--- config.mk ---
export PLATFORM = sky130hd
export DESIGN_NAME = system_top
export DESIGN_NICKNAME = d
export VERILOG_FILES = /design/src/rtl/system_top.sv
export SDC_FILE = /design/constraint.sdc
export NUM_CORES = 1
export LEC_CHECK = 0
export BUFFER_PORTS_ARGS = -buffer_cell sky130_fd_sc_hd__buf_2
export CAP_MARGIN = 10
export CELL_PAD_IN_SITES_DETAIL_PLACEMENT = 2
export CELL_PAD_IN_SITES_GLOBAL_PLACEMENT = 2
export CORE_MARGIN = 2
export CORE_UTILIZATION = 40
export DETAILED_ROUTE_END_ITERATION = 12
export GPL_TIMING_DRIVEN = 0
export PLACE_DENSITY_LB_ADDON = 0.1
export SKIP_CTS_REPAIR_TIMING = 1
export SLEW_MARGIN = 20
export SYNTH_ARGS = -nofsm -noshare
export SYNTH_HDL_FRONTEND = slang
export SYNTH_SLANG_ARGS = --single-unit
--- constraint.sdc ---
create_clock -name clk -period 12.7 [get_ports clk]
set_clock_uncertainty 0.2 [all_clocks]
set_input_delay 1.27 -clock clk [delete_from_list [all_inputs] [get_ports clk]]
set_output_delay 1.27 -clock clk [all_outputs]
set_load 0.005 [all_outputs]
--- src/rtl/system_top.sv ---
// system_top -- rate-1/2, K=3 (generators 111/101) hard-decision Viterbi
// decoder with a one-word-in / one-byte-out packet handshake.
//
// Each accepted 16-bit word carries 8 coded symbol pairs. It runs 8 ACS
// stages, picks the best state, then traces back 16 stages. The byte
// emitted is the oldest 8 bits of that walk, so packet k emits the decoded
// byte of packet k-1. Trellis metrics, survivors and the write pointer
// persist across packets.
//
// Ports:
//   clk       system clock, rising edge
//   rst       asynchronous active-high reset
//   dvalid_i  input word valid; taken only while busy_o=0
//   data_i    coded word; [15-2i]=g0, [14-2i]=g1 of info bit i
//   busy_o    high while a packet is in flight
//   valid_o   one-cycle pulse, data_o holds a new byte
//   data_o    decoded byte, bit i = info bit i; held between pulses
//
// Optional build macro WARMUP_SUPPRESS_EN: the first packet after reset
// issues no valid_o instead of emitting the 0x00 warmup byte.

module acs_lane #(
  parameter int          METRIC_W = 8,
  parameter logic [1:0]  DST      = 2'd0
) (
  input  logic [METRIC_W-1:0] pm_a,   // metric of predecessor {DST[0],0}
  input  logic [METRIC_W-1:0] pm_b,   // metric of predecessor {DST[0],1}
  input  logic [1:0]          sym,    // {g0,g1} received
  output logic [METRIC_W-1:0] pm_new,
  output logic                dec     // 1: predecessor {DST[0],1} survives
);
  logic [1:0]          bm_a, bm_b;
  logic [METRIC_W:0]   sum_a, sum_b;
  logic [METRIC_W-1:0] cand_a, cand_b;

  always_comb begin
    // Branch from {d0,0}: g0 = d1^d0, g1 = d1. The {d0,1} branch emits the
    // complement pair, so its distance is 2 minus this one.
    bm_a   = {1'b0, sym[1] ^ DST[1] ^ DST[0]} + {1'b0, sym[0] ^ DST[1]};
    bm_b   = 2'd2 - bm_a;
    sum_a  = {1'b0, pm_a} + {{(METRIC_W-1){1'b0}}, bm_a};
    sum_b  = {1'b0, pm_b} + {{(METRIC_W-1){1'b0}}, bm_b};
    cand_a = sum_a[METRIC_W] ? '1 : sum_a[METRIC_W-1:0];
    cand_b = sum_b[METRIC_W] ? '1 : sum_b[METRIC_W-1:0];
    // strict compare: on a tie the lower-index predecessor wins
    dec    = (cand_b < cand_a);
    pm_new = dec ? cand_b : cand_a;
  end
endmodule

module system_top #(
  parameter int METRIC_W = 8,
  parameter int TB_DEPTH = 16
) (
  input  logic        clk,
  input  logic        rst,
  input  logic        dvalid_i,
  input  logic [15:0] data_i,
  output logic        busy_o,
  output logic        valid_o,
  output logic [7:0]  data_o
);
  localparam int NS  = 4;
  localparam int TBW = $clog2(TB_DEPTH);

  typedef enum logic [2:0] {IDLE, ACS, BEST, TRACE, OUTPUT} st_t;
  st_t state, state_nx;

  logic [15:0]                 sym_sr;
  logic [2:0]                  stg;
  logic [TBW-1:0]              tb_cnt, wp, tb_ptr;
  logic [NS-1:0][METRIC_W-1:0] pm, pm_raw, pm_norm;
  logic [NS-1:0]               dec;
  logic [TB_DEPTH-1:0][NS-1:0] surv;
  logic [1:0]                  tb_st, best;
  logic [7:0]                  tb_byte;
  logic                        warm, accept;
  logic                        busy_nx, valid_nx;
  logic [7:0]                  data_nx;
  logic [METRIC_W-1:0]         pm_min, best_m;

  assign accept = (state == IDLE) && dvalid_i && !busy_o;

  for (genvar d = 0; d < NS; d++) begin : g_lane
    localparam logic [1:0] DST = 2'(d);
    acs_lane #(.METRIC_W(METRIC_W), .DST(DST)) u_acs (
      .pm_a  (pm[{DST[0], 1'b0}]),
      .pm_b  (pm[{DST[0], 1'b1}]),
      .sym   (sym_sr[15:14]),
      .pm_new(pm_raw[d]),
      .dec   (dec[d])
    );
  end

  // renormalise so the best new metric is zero; metrics stay small
  always_comb begin
    pm_min = pm_raw[0];
    for (int i = 1; i < NS; i++)
      if (pm_raw[i] < pm_min) pm_min = pm_raw[i];
    for (int i = 0; i < NS; i++)
      pm_norm[i] = pm_raw[i] - pm_min;
  end

  // lowest index wins a tie
  always_comb begin
    best   = 2'd0;
    best_m = pm[0];
    for (int i = 1; i < NS; i++)
      if (pm[i] < best_m) begin
        best_m = pm[i];
        best   = 2'(i);
      end
  end

  // state register
  always_ff @(posedge clk or posedge rst)
    if (rst) state <= IDLE;
    else     state <= state_nx;

  // next state
  always_comb begin
    state_nx = state;
    case (state)
      IDLE:    if (accept) state_nx = ACS;
      ACS:     if (stg == 3'd7) state_nx = BEST;
      BEST:    state_nx = TRACE;
      TRACE:   if (tb_cnt == TBW'(TB_DEPTH-1)) state_nx = OUTPUT;
      OUTPUT:  state_nx = IDLE;
      default: state_nx = IDLE;
    endcase
  end

  // outputs (registered below). busy_o stays high through the valid_o
  // cycle and drops one cycle later, so IDLE must also see busy_o low.
  always_comb begin
    busy_nx  = 1'b1;
    valid_nx = 1'b0;
    data_nx  = data_o;
    case (state)
      IDLE:   busy_nx = accept;
      OUTPUT: begin
`ifdef WARMUP_SUPPRESS_EN
        valid_nx = !warm;
        data_nx  = warm ? data_o : tb_byte;
`else
        valid_nx = 1'b1;
        data_nx  = warm ? 8'h00 : tb_byte;
`endif
      end
      default: ;
    endcase
  end

  always_ff @(posedge clk or posedge rst)
    if (rst) begin
      busy_o  <= 1'b0;
      valid_o <= 1'b0;
      data_o  <= 8'h00;
    end else begin
      busy_o  <= busy_nx;
      valid_o <= valid_nx;
      data_o  <= data_nx;
    end

  // datapath
  always_ff @(posedge clk or posedge rst)
    if (rst) begin
      sym_sr  <= '0;
      stg     <= '0;
      tb_cnt  <= '0;
      wp      <= '0;
      tb_ptr  <= '0;
      tb_st   <= '0;
      tb_byte <= '0;
      surv    <= '0;
      warm    <= 1'b1;
      for (int i = 0; i < NS; i++)
        pm[i] <= (i == 0) ? '0 : METRIC_W'(1) << (METRIC_W-2);
    end else begin
      case (state)
        IDLE: if (accept) begin
          sym_sr <= data_i;
          stg    <= '0;
        end
        ACS: begin
          pm       <= pm_norm;
          surv[wp] <= dec;
          wp       <= wp + TBW'(1);
          sym_sr   <= {sym_sr[13:0], 2'b00};
          stg      <= stg + 3'd1;
        end
        BEST: begin
          tb_st  <= best;
          tb_ptr <= wp - TBW'(1);
          tb_cnt <= '0;
        end
        TRACE: begin
          // decoded bit is the MSB of the state; step to {s0, decision}
          if (tb_cnt >= TBW'(TB_DEPTH/2))
            tb_byte <= {tb_byte[6:0], tb_st[1]};
          tb_st  <= {tb_st[0], surv[tb_ptr][tb_st]};
          tb_ptr <= tb_ptr - TBW'(1);
          tb_cnt <= tb_cnt + TBW'(1);
        end
        OUTPUT: warm <= 1'b0;
        default: ;
      endcase
    end
endmodule

# After elaboration in Yosys (flattened, before gate mapping)
# Cells that the tools add are included.
# W data, S select, Z words.
dict set report classes {
  reduce_logical 10
  n_eq_ne 9
  n_mux 41
  bitwise_logic 2
  order_cmp 15
  n_addsub 25
}
# op count
set ops {}
lappend ops {{$mux W8} 18}
lappend ops {{$lt A8 B8 Y1} 10}
lappend ops {{$add A8 B2 Y9} 8}
lappend ops {{$bwmux W64} 1}
lappend ops {{$pmux W16 S2} 1}
lappend ops {{$sub A8 B8 Y8} 4}
lappend ops {{$bmux W4 S4} 1}
lappend ops {{$demux W4 S4} 1}
lappend ops {{$mux W16} 1}
lappend ops {{$pmux W4 S2} 2}
lappend ops {{$mux W3} 4}
lappend ops {{$pmux W3 S4} 1}
lappend ops {{$lt A4 B5 Y1 const B} 2}
lappend ops {{$add A1 B1 Y2} 4}
lappend ops {{$add A4 B1 Y4 const B} 2}
lappend ops {{$mux W4} 2}
lappend ops {{$sub A2 B2 Y2 const A} 4}
lappend ops {{$sub A4 B1 Y4 const B} 2}
lappend ops {{$eq A3 B2 Y1 const B} 2}
lappend ops {{$eq A3 B3 Y1 const B} 2}
lappend ops {{$ne A2 B2 Y1 const B} 3}
lappend ops {{$pmux W3 S2} 1}
lappend ops {{$eq A4 B4 Y1 const B} 1}
lappend ops {{$ge A4 B1 Y1 const B} 1}
lappend ops {{other kinds (15)} 24}
dict set report totals {
  regBits 151
  out_inout_bits 10
  wordCells 134
  input_bits 19
}

# Depth between registers and ports, before layout
dict set report depth {
  depth_word 14
  ltp_mapped 58
}

# Modules after synthesis
# A second synthesis with hierarchy kept.
dict set report hier_totals {
  cells_unflattened 1361
  hier_area_um2 12753.5
}
# module seq_area_each_um2 area_each_um2 n_inst cells_each
set modules_own_cells {}
lappend modules_own_cells {system_top 3783.6 9653.0 1 955}
lappend modules_own_cells {{acs_lane (g_lane[2].u_acs ...)} 0.0 790.8 2 102}
lappend modules_own_cells {{acs_lane (g_lane[0].u_acs ...)} 0.0 759.5 2 101}

# Least setup slack after synthesis
# No wires, ideal clock.
dict set report synth_path {
  path_type {register to register}
  from {reg sym_sr[14]}
  to {reg pm[30] (netlist name)}
  path_stages_with_launch 55
  period_less_slack_ps 11331
  n_path_buf 3
  setup_time_ps 97
  t_arrival_ps 11035
  setup_slack_ps 1369
  path_cell_list {dfrtp_1 inv_1 ha_1 inv_1 ha_1 inv_1 fa_1 and4b_1 nand2_1 mux2i_1 ha_1 nand4_1 o221ai_1 inv_1 nand3_1 clkbuf_1 nor2_1 a21oi_1 [... 19 more ...] nand2_1 a21oi_1 inv_1 a311oi_4 o31a_4 nor2_2 clkbuf_1 o21ai_0 ha_1 inv_1 ha_1 nand2b_1 o21ai_0 a21oi_1 maj3_1 maj3_1 o21ai_0 a31oi_1}
}
dict set report synth_between {
  elab_chain_cells 13
  elab_cells_between_ends 40
  cone_classes {17 x add/sub; 7 x order compare; 15 x mux; 1 x bitwise}
}
# element line
set synth_rtl {}
lappend synth_rtl {{start: declaration} 69} ;# logic [15:0] sym_sr;
lappend synth_rtl {{start signal: assignment} 182} ;# sym_sr <= data_i;
lappend synth_rtl {{start signal: assignment} 189} ;# sym_sr <= {sym_sr[13:0], 2'b00};
lappend synth_rtl {{$add A1 B1 Y2} 39} ;# bm_a = {1'b0, sym[1] ^ DST[1] ^ DST[0]} + {1'b0, sym[0] ^ DST[1]};
lappend synth_rtl {{$sub A2 B2 Y2} 40} ;# bm_b = 2'd2 - bm_a;
lappend synth_rtl {{$add A8 B2 Y9} 42} ;# sum_b = {1'b0, pm_b} + {{(METRIC_W-1){1'b0}}, bm_b};
lappend synth_rtl {{$mux W8} 44} ;# cand_b = sum_b[METRIC_W] ? '1 : sum_b[METRIC_W-1:0];
lappend synth_rtl {{$lt A8 B8 Y1} 46} ;# dec = (cand_b < cand_a);
lappend synth_rtl {{$mux W8} 47} ;# pm_new = dec ? cand_b : cand_a;
lappend synth_rtl {{$lt A8 B8 Y1} 99} ;# if (pm_raw[i] < pm_min) pm_min = pm_raw[i];
lappend synth_rtl {{$mux W8} 99}
lappend synth_rtl {{$lt A8 B8 Y1} 99}
lappend synth_rtl {{$mux W8} 99}
lappend synth_rtl {{$lt A8 B8 Y1} 99}
lappend synth_rtl {{$mux W8} 99}
lappend synth_rtl {{$sub A8 B8 Y8 (*)} 101} ;# pm_norm[i] = pm_raw[i] - pm_min;
lappend synth_rtl {{end signal: indexed assignment} 178} ;# pm[i] <= (i == 0) ? '0 : METRIC_W'(1) << (METRIC_W-2);
lappend synth_rtl {{end signal: assignment} 186} ;# pm <= pm_norm;
lappend synth_rtl {{end: declaration} 72} ;# logic [NS-1:0][METRIC_W-1:0] pm, pm_raw, pm_norm;
# Every way passes the cells marked *; elsewhere a longest branch is shown, timed or not.
# A chain may end at the register's enable or synchronous reset.

# Worst setup path in the final report
# Ends and elaborated chain as after synthesis.

==> metrics.cfg <==
[die]
rows=64
io_pins=29
die_h_um=180.1
die_w_um=180.1
initial_utilization_pct=40.53
die-area_sq_um=32420
core_sq_um=30590

[detailed_routing]
ant_nets=0
drc_errors=0
vias=11474
drt-total-wl_um=46470
viasPerCell=5.945
drtPass1Iterations=4
wl_per_cell_um=24.08
drtIter0Drc=513

[synthesis]
syn_inst=1454
synth_top_area_share_pct=29.67
yosysSeqAreaShare_pct=30.52
synth_cell_types=97
yosys.area_share.adder_pct=12.39
synth_flop_cell=dfrtp_1
synthArstFlopShare_pct=100.0
yosys.area.top_type=dfrtp_1
synth_mux_area_share_pct=8.346
synth-seq-cells=151
synth_xor_area_share_pct=4.662
synth_edf_count=0
synth-compound-area-share_pct=20.98
syn_area_per_cell_sq_um=8.527
synth_top_family_by_area=compound AO/OA/AOI/OAI gates
synthTopCellsByArea=dfrtp_1 30%, ha_1 11%, o21ai_0 6.9%
syn-cell-area_sq_um=12400
syn-num-nets=1586
yosys.area_share.simple_pct=18.36
ys.warnings.count=0

[hold_path]
min_path_cells=2
hold_class=reg2reg
hp-start=data_o[4]$_DFFE_PP0P_
hold_path_end=data_o[4]$_DFFE_PP0P_

[sta]
setup_violations=0
slew_headroom_pct=27.09
fin_crit_sh_pct=95.68
hold_viol=0
fin_crit_ps=12150
setup_tns_ps=0
worstMarginPinSlew_ps=1063
slew_viol_final=0
max_freq_mhz=82.29

[clock_tree]
cts_tree=yes
cts-root-buf=clkbuf_16
cts_sinks=151
numCtsBuffers=17
h-tree-depth=4
clk_latency_ps=460
clk_pin_slew_ps=70
clockBufferDepth=2

[global_route]
grt_pass1_vias=12869
grt_pass1_wl_um=73390
grtUsageTotal_pct=28.93
grt_max_degree=95
grt_antenna_before_repair=2
overflow=0

[run_status]
outcome=completed

[critical_path]
worstSetupEndpointType=flip-flop
cp-start-kind=flip-flop
slowest_delay_ps=430
arrival_ps=12300
critical_path.max_fanout=10
r2r-end=pm[30]$_DFFE_PP1P_
reg2reg_depth=53
crit_slowest_cell=dfrtp_2
crit_type=reg2reg
r2r_slack_ps=550
r2r-start=sym_sr[14]$_DFFE_PP0P_
required_ps=12840

[placement]
dp_cells=1879
routabilityCongestion=0.8541
port_buffers=28
placed_area_sq_um=13070
dp_hpwl_um=36270

[finish]
drive_above_1_share_pct=13.95
fill_cells=3431
fin_nets=1654
antenna_cells=0
stdcell_count=1930
finish.utilization_pct=45.82
final_area_sq_um=14020
layout_common_cells=221 x nand2_1, 167 x o21ai_0, 145 x dfrtp_1
final_common_cell=nand2_1
syn_to_final_growth_pct=13.06

[run]
maxCapViolations=0

-- flip-flops by register name, summed over array words and instances (netlist names) --
register,count
surv,64
pm,32
sym_sr,16
data_o,8
tb_byte,8
tb_cnt,4
tb_ptr,4
wp,4
state,3
stg,3
tb_st,2
busy_o,1
valid_o,1
warm,1
-- cell usage after synthesis, types with 17 or more instances --
library cell	n
nor2_1	104
dfrtp_1	147
mux4_2	21
clkbuf_1	35
ha_1	105
o21ai_0	171
nand2_1	221
a21oi_1	84
inv_1	70
mux2_2	17
mux2i_1	37
nand3_1	51
nand2b_1	18
xnor2_1	53
a21o_1	29
-- worst max path at each step --
stage | startpoint | to | slack [ps]
after floorplan | sym_sr[14]$_DFFE_PP0P_ | pm[30]$_DFFE_PP1P_ | 1370
after global routing | sym_sr[14]$_DFFE_PP0P_ | pm[30]$_DFFE_PP1P_ | -90
after detailed placement | sym_sr[14]$_DFFE_PP0P_ | pm[30]$_DFFE_PP1P_ | -2100
final | sym_sr[14]$_DFFE_PP0P_ | pm[30]$_DFFE_PP1P_ | 550
after CTS | sym_sr[14]$_DFFE_PP0P_ | pm[30]$_DFFE_PP1P_ | -2160
after global placement | sym_sr[14]$_DFFE_PP0P_ | pm[30]$_DFFE_PP1P_ | -1620
-- cell families (layout without fill, tap and decap cells) --
| kind of cell | Yosys count | in the layout |
|---|---|---|
| mux | 75 | 75 |
| compound gates | 413 | 413 |
| buf+inv | 135 | 215 |
| simple gates | 495 | 495 |
| fa+ha+maj | 119 | 119 |
| flops | 151 | 151 |
| xor+xnor | 66 | 66 |
-- critical path: cells and delay by family, from the launching register on --
kind	cells	cell delay [ps]
buffers and inverters	8	1110
multiplexers	4	1170
AND/OR/NAND/NOR	10	1820
adder cells (fa/ha/maj)	11	3440
AO/OA/AOI/OAI	20	3880
flip-flops	1	430
-- final cells by class --
cell class / instances / area (sq um) / share of cell area (%)
repair buffers: 49 / 317.8 / 2.267
multi-input cells: 1168 / 8219 / 58.64
plain buffers: 64 / 332.8 / 2.374
flip-flops and latches: 151 / 3786 / 27.01
well taps: 396 / 495.5 / 3.535
inverters: 71 / 274.0 / 1.955
clock buffers: 17 / 425.4 / 3.035
clock inverters: 14 / 166.4 / 1.187
-- per-layer routing --
metal	vias up	wire [um]	global-route usage, %
met5	-	13	0
met4	2	1711	11.29
met3	77	1214	4.062
met2	146	24350	53.29
met1	5908	19180	33.84
li1	5341	-	-
-- metrics by stage --
step	setup slack, ps	hold WS [ps]
6_report	548.3	284.6
5_1_grt	-90.57	315.2
4_1_cts	-2158	290.1
3_5_place_dp	-2098	268.8
3_3_place_gp	-1623	256.5
2_1_floorplan	1369	244.6
Power is not shown: default switching activity piles up to over one toggle a cycle in this logic, so the estimate is an artifact.
